## src/rtl/reg_loader.sv

```systemverilog
// Serial-to-parallel register loader: shifts WIDTH bits in MSB first, then strobes a one-cycle load.
// Optional even-parity check enabled by defining REG_LOADER_PARITY_EN.
module reg_loader #(
  parameter int WIDTH = 8
) (
  input  logic             clk,
  input  logic             rst_,
  input  logic             start,
  input  logic             bit_vld,
  input  logic             ser_in,
  output logic             busy,
  output logic [WIDTH-1:0] data,
  output logic             enable,
  output logic             parity_err
);

  localparam int CW = $clog2(WIDTH + 1);
  localparam logic [CW-1:0] LAST_IDX = CW'(WIDTH - 1);

`ifdef REG_LOADER_PARITY_EN
  typedef enum logic [1:0] {S_IDLE, S_SHIFT, S_PARITY, S_LOAD} state_t;
`else
  typedef enum logic [1:0] {S_IDLE, S_SHIFT, S_LOAD} state_t;
`endif

  state_t           r_state;
  state_t           w_next;
  logic [CW-1:0]    r_cnt;
  logic [WIDTH-1:0] r_sr;
  logic [WIDTH-1:0] r_data;
  logic [WIDTH-1:0] w_sr_nxt;
  logic             w_last_bit;

  assign w_sr_nxt   = {r_sr[WIDTH-2:0], ser_in};
  assign w_last_bit = bit_vld && (r_cnt == LAST_IDX);

  always_ff @(posedge clk or negedge rst_) begin
    if (!rst_) r_state <= S_IDLE;
    else       r_state <= w_next;
  end

  always_comb begin
    w_next = r_state;
    case (r_state)
      S_IDLE:  if (start) w_next = S_SHIFT;
`ifdef REG_LOADER_PARITY_EN
      S_SHIFT: if (w_last_bit) w_next = S_PARITY;
      // Even parity: data bits plus parity bit must hold an even number of ones.
      S_PARITY: if (bit_vld) w_next = (^{r_sr, ser_in}) ? S_IDLE : S_LOAD;
`else
      S_SHIFT: if (w_last_bit) w_next = S_LOAD;
`endif
      S_LOAD:  w_next = S_IDLE;
      default: w_next = S_IDLE;
    endcase
  end

`ifdef REG_LOADER_PARITY_EN
  logic r_perr;

  always_ff @(posedge clk or negedge rst_) begin
    if (!rst_) begin
      r_perr <= 1'b0;
    end else begin
      r_perr <= (r_state == S_PARITY) && bit_vld && (^{r_sr, ser_in});
    end
  end

  assign parity_err = r_perr;
`else
  assign parity_err = 1'b0;
`endif

  always_ff @(posedge clk or negedge rst_) begin
    if (!rst_) begin
      r_cnt  <= '0;
      r_sr   <= '0;
      r_data <= '0;
    end else begin
      case (r_state)
        S_IDLE: begin
          if (start) begin
            r_cnt <= '0;
            r_sr  <= '0;
          end
        end
        S_SHIFT: begin
          if (bit_vld) begin
            r_sr  <= w_sr_nxt;
            r_cnt <= r_cnt + 1'b1;
`ifndef REG_LOADER_PARITY_EN
            if (r_cnt == LAST_IDX) r_data <= w_sr_nxt;
`endif
          end
        end
`ifdef REG_LOADER_PARITY_EN
        S_PARITY: begin
          if (bit_vld && !(^{r_sr, ser_in})) r_data <= r_sr;
        end
`endif
        default: ;
      endcase
    end
  end

  assign busy   = (r_state != S_IDLE);
  assign enable = (r_state == S_LOAD);
  assign data   = r_data;

endmodule

```

## config.mk

```make
export PLATFORM = sky130hd
export DESIGN_NAME = reg_loader
export DESIGN_NICKNAME = d
export VERILOG_FILES = /design/src/rtl/reg_loader.sv
export SDC_FILE = /design/constraint.sdc
export NUM_CORES = 1
export LEC_CHECK = 0
export CORE_MARGIN = 2
export CORE_UTILIZATION = 50
export CTS_CLUSTER_SIZE = 8
export DETAILED_ROUTE_END_ITERATION = 16
export PLACE_DENSITY = 0.81
export SYNTH_ARGS = -nofsm -noshare
export SYNTH_HDL_FRONTEND = slang
export SYNTH_SLANG_ARGS = --single-unit
```

## constraint.sdc

```tcl
create_clock -name clk -period 1.9 [get_ports clk]
set_clock_uncertainty 0.1 [all_clocks]
set_input_delay 0.285 -clock clk [delete_from_list [all_inputs] [get_ports clk]]
set_output_delay 0.285 -clock clk [all_outputs]
set_load 0.1 [all_outputs]
```

==> results of run 1 <==
## area by class of cell
cell class | count | area, um2
multi-input combinational | 45 | 389
tap | 25 | 31.3
clock inverter | 1 | 5.00
sequential | 21 | 526
fill | 130 | 566
inverter | 1 | 3.75
clock buffer | 3 | 22.5
timing repair buffer | 19 | 203
## worst reg2reg max path, stage by stage (launching register included)
cell and delay, ns:
dfrtp_1 0.59, nand4_2 0.21, nor3_4 0.17, buf_4 0.17
mux2_2 0.33
## cell usage after synthesis (2+ instances only)
library cell  number
a22o_1            18
clkbuf_1           3
dfrtp_1           21
mux2_2            10
nand2_1            2
nand3_1            2
nor2_1             3
nor2b_1            2
## state kept, by name (all words and copies together) (netlist names)
name	count
data	8
r_cnt	4
r_sr	7
r_state	2
## worst paths after layout
kind	cells after the start	end	from	slack (ns)
worst min-delay path	2	r_cnt[1]	rst_	0.22
min in group clk	1	data[4]	data[4]	0.42
max in group asynchronous	2	r_sr[3]	rst_	1.27
worst max-delay path	2	busy	r_state[0]	0.13
worst max register to register	4	data[2]	r_state[0]	0.23
worst min register to register	1	data[4]	data[4]	0.42
## per-layer routing
| layer | vias to the layer above | wire, um | track usage |
|---|---|---|---|
| met5 | - | 0 | 0 |
| met4 | 0 | 30 | 0.0833 |
| met3 | 6 | 78 | 0.0346 |
| met2 | 24 | 749 | 0.265 |
| met1 | 320 | 764 | 0.251 |
| li1 | 306 | - | - |
## logic make-up after synthesis
family / Yosys count / share of synthesized area
buf+inv: 5 / 0.0241
simple gates: 14 / 0.0991
other cells: 1 / 0.00401
mux: 10 / 0.120
compound gates: 19 / 0.177
fa+ha+maj: 1 / 0.0134
flops: 21 / 0.562
## through the flow
stage	util	TNS (ns)	instances	setup slack [ns]	instance area [um2]
after floorplan	-	0	71	0.222	937
after global placement	0.660	0	111	0.00718	1150
after detailed placement	0.660	-0.00840	111	-0.00717	1150
after CTS	0.676	0	115	0.118	1180
after global routing	0.676	0	115	0.0676	1180
final	0.676	0	115	0.129	1180
## power by group
| part | internal (mW) | total [mW] | switching (mW) | leakage (nW) |
|---|---|---|---|---|
| logic | 0.414 | 1.11 | 0.693 | 0.276 |
| registers | 0.620 | 0.807 | 0.187 | 0.271 |
| clock network | 0.0786 | 0.211 | 0.132 | 0.0177 |
==> run summary, run 1 <==
Outcome - finished clean
Crit path cell chain - or2_2 > buf_12
Initial DRC Count - 12
Layout area overhead - 26.2%
Crit-path max cell delay - 0.53 ns
Global-route wire length before repair - 2720 um
Most frequent cells in the layout - 21 x dfrtp_1, 18 x a22o_1, 11 x buf_4, 10 x mux2_2
Antenna Violating Nets Remaining - 0
Critical-path top delay cell - dfrtp_1
Final min period - 1.77 ns
Main area contributors after synthesis - dfrtp_1 56%, a22o_1 17%, mux2_2 12%, nor3_4 1.7%, ha_1 1.3%
Overall die height - 47.2 um
Tot GR Track Use - 0.178
FP Rows - 15
Final wirelength - 1620 um
Post-synthesis instance total - 71
Yosys top cell by area - dfrtp_1
Vias per cell - 5.70
Clock buffer depth - 2
DRC - 0
Mapped Area - 935 um2
Clock sinks - 21
Worst EP arrival - 1.39 ns
Die ar. - 0.00223 mm2
Yosys cell types - 18
Most common cell after layout, fill and taps aside - dfrtp_1
Sequential element share of the synthesized area - 0.562
Slew Limit Fails - 0
Die X - 47.2 um
Final setup viols - 0
Final nets - 97
Worst EP required - 1.51 ns
Synth Register Bits - 21
Peak VDD IR - 1.15 mV
Largest net degree at the start of global routing - 22
# hold bufs at CTS - 0
Fin crit share - 0.932
Most used DFF post-synth - dfrtp_1
Startpoint type of the worst setup path - flop
Post-Syn Area per Cell - 13.2 um2
H-tree Lvls - 1
Syn Nets - 77
Setup crit end kind - primary output
Worst skew pair latency - 0.30 ns
Final hold vios - 0
Fmax - 565 MHz
Slew @ Worst Pin - 0.579 ns
Number of port buffers - 14
Hpwl dp - 1150 um
Power, Total - 2.13 mW
Drt wl/cell - 14.1 um
TritonCTS clock tree - built
Asr flop ratio synth - 1.00
LEAKAGE - 0.564 nW
Ports - 16
Number of synthesized flops with an enable pin - 0
Placer Congestion - 0.748
Max-capacitance violation count - 0
Type of the worst min-delay path - input port to asynchronous set/reset pin
Crit-path max FO - 11
Worst hold margin - 0.222 ns
Unrepaired setup endpoints after global routing - no
Path type of the worst setup path - flop to primary output
CP top delay family - flip-flops
Initial antenna violation count - 0
Synth top area share - 0.562
Core Box Area - 0.00175 mm2
Via count - 656
Num CTS Buffers - 3
Initial Util - 0.535
Post-CTS setup buffers - 0
Power Density - 1800 mW/mm2
Number of global-route vias before repair - 610
DRT Pass-1 Iters - 4
ANT cells - 0
GRT overflow - 0
Share of cells above drive strength 1 - 0.378
CP bufs+invs - 1
CTS root buf - clkbuf_4
CTS resizes - 0
Warnings from Yosys - 0
Slew margin rel. - 0.613
Clk slew on worst S/H paths - 0.11 ns
Power figures use the tool's default switching activity.
==> run 2: changes to the inputs <==
- CORE_MARGIN: 2 -> not set
==> run summary, run 2 (same netlist as run 1, synthesis figures left out) <==
Overall die height - 45.2 um (-4.2%)
FP Rows - 15 (unchanged)
LEAKAGE - 0.563 nW (-0.29%)
Drt wl/cell - 13.6 um (-3.4%)
Crit-path max FO - 9 (-2)
Reg2Reg Setup Slack - 0.28 ns (+0.05 ns)
Outcome - finished clean
Final core utilization - 0.666 (-0.0100)
R2R depth - 5 (+1)
Global-route wire length before repair - 2650 um (-2.5%)
Setup crit end kind - primary output
Post-CTS setup buffers - 0 (unchanged)
Sequential power share - 0.372 (-0.008)
Slew margin rel. - 0.607 (-0.00602)
Sw frac - 0.480 (+0.00300)
Share of cells above drive strength 1 - 0.385 (+0.00684)
Number of port buffers - 14 (unchanged)
DRC - 0 (unchanged)
Register area - 526 um2 (unchanged)
Max-capacitance violation count - 0 (unchanged)
Antenna Violating Nets Remaining - 0 (unchanged)
Die ar. - 0.00205 mm2 (-8.3%)
Clock buffer depth - 2 (unchanged)
Slew @ Worst Pin - 0.588 ns (+0.00901 ns)
Tot GR Track Use - 0.182 (+0.00377)
Die X - 45.2 um (-4.2%)
Initial antenna violation count - 0 (unchanged)
Crit-path max cell delay - 0.42 ns (-0.11 ns)
Critical-path top delay cell - dfrtp_1
Slew Limit Fails - 0 (unchanged)
Worst skew pair latency - 0.30 ns (about the same)
Comb pwr share - 0.530 (+0.009)
Num CTS Buffers - 3 (unchanged)
Final wirelength - 1580 um (-2.5%)
TritonCTS clock tree - built
ANT cells - 0 (unchanged)
Clk network pwr share - 0.099 (about the same)
Peak VDD IR - 1.34 mV (+16%)
Core Box Area - 0.00175 mm2 (unchanged)
RR Startpoint - r_cnt[0]
Worst EP required - 1.51 ns (about the same)
NetSw - 1.00 mW (-0.89%)
Initial Util - 0.535 (unchanged)
Via count - 624 (-4.9%)
R2R Path End - data[3]
CTS root buf - clkbuf_4
# hold bufs at CTS - 0 (unchanged)
Hpwl dp - 1120 um (-2.6%)
Ports - 16 (unchanged)
Fmax - 563 MHz (-0.32%)
Final hold vios - 0 (unchanged)
Placed insts - 112 (+0.90%)
CTS resizes - 0 (unchanged)
Final nets - 98 (+1.0%)
Power Density - 1800 mW/mm2 (about the same)
Initial DRC Count - 2 (-10)
Max FFs per register - 8 (unchanged)
Clock sinks - 21 (unchanged)
H-tree Lvls - 1 (unchanged)
Unrepaired setup endpoints after global routing - no
Path type of the worst setup path - flop to primary output
GRT overflow - 0 (unchanged)
Footprint of the multi-input gates - 389 um2 (unchanged)
Most frequent cells in the layout - 21 x dfrtp_1, 18 x a22o_1, 14 x buf_4, 10 x mux2_2, 4 x clkdlybuf4s50_1
Setup_tns - 0 ns (unchanged)
Type of the worst min-delay path - input port to asynchronous set/reset pin
Layout area overhead - 24.4%
Internal - 1.09 mW (-2.1%)
Placer Congestion - 0.773 (+3.3%)
Fin cells - 116 (+0.87%)
Startpoint type of the worst setup path - flop
Crit path cell chain - buf_4 > or2_2 > buf_12
Final min period - 1.78 ns (+0.00567 ns)
Clk slew on worst S/H paths - 0.11 ns (about the same)
Final setup viols - 0 (unchanged)
Vias per cell - 5.38 (-5.7%)
DRT Pass-1 Iters - 2 (-2)
Most common cell after layout, fill and taps aside - dfrtp_1
Largest net degree at the start of global routing - 22 (unchanged)
Number of global-route vias before repair - 573 (-6.1%)
Worst hold margin - 0.222 ns (-0.000108 ns)
Fill count - 142 (+9.2%)
Worst EP arrival - 1.39 ns (about the same)
Fin crit share - 0.935 (+0.00299)
[run 2: worst max path at each step]
stage          startpoint  depth (start not counted)       end  slack [ns]
3_5_place_dp      bit_vld                          4  r_cnt[0]       0.007
6_report       r_state[0]                          3      busy        0.12
2_1_floorplan  r_state[1]                          1    enable        0.22
4_1_cts        r_state[0]                          3      busy        0.10
5_1_grt        r_state[0]                          3      busy        0.07
3_3_place_gp      bit_vld                          5   data[1]        0.03
[run 2: final cells by class]
class	instances	share of cell area
inverters	1	0.00323
clock inverters	1	0.00431
well taps	25	0.0269
multi-input cells	45	0.335
flip-flops and latches	21	0.452
clock buffers	3	0.0194
repair buffers	20	0.159
[run 2: per-stage QoR]
step           power (mW)  setup WS [ns]  area [um2]
2_1_floorplan        1.61          0.222         937
3_3_place_gp         1.87         0.0281        1130
3_5_place_dp         1.90        0.00665        1130
4_1_cts              2.11          0.104        1160
5_1_grt              2.21         0.0684        1160
6_report             2.09          0.123        1160
[run 2: power groups by stage]
stage          combinational [mW]  sequential, mW  clock (mW)
2_1_floorplan               0.433            1.18           0
3_3_place_gp                 1.09           0.777           0
3_5_place_dp                 1.11           0.788           0
4_1_cts                      1.12           0.779       0.216
5_1_grt                      1.17           0.802       0.233
6_report                     1.11           0.778       0.207
[run 2: per-layer routing]
layer  global-route usage  vias to the layer above  share of wire
li1                     -                      306              -
met1                0.265                      304           0.49
met2                0.264                       12           0.48
met3               0.0240                        2          0.028
met4               0.0909                        0         0.0082
met5                    0                        -              0
[run 2: worst max-delay path, delay by kind of cell, from the launching register on]
family / cells / cell delay (ns)
DFF: 1 / 0.42
buffers and inverters: 2 / 0.35
and+or+nand+nor: 1 / 0.32
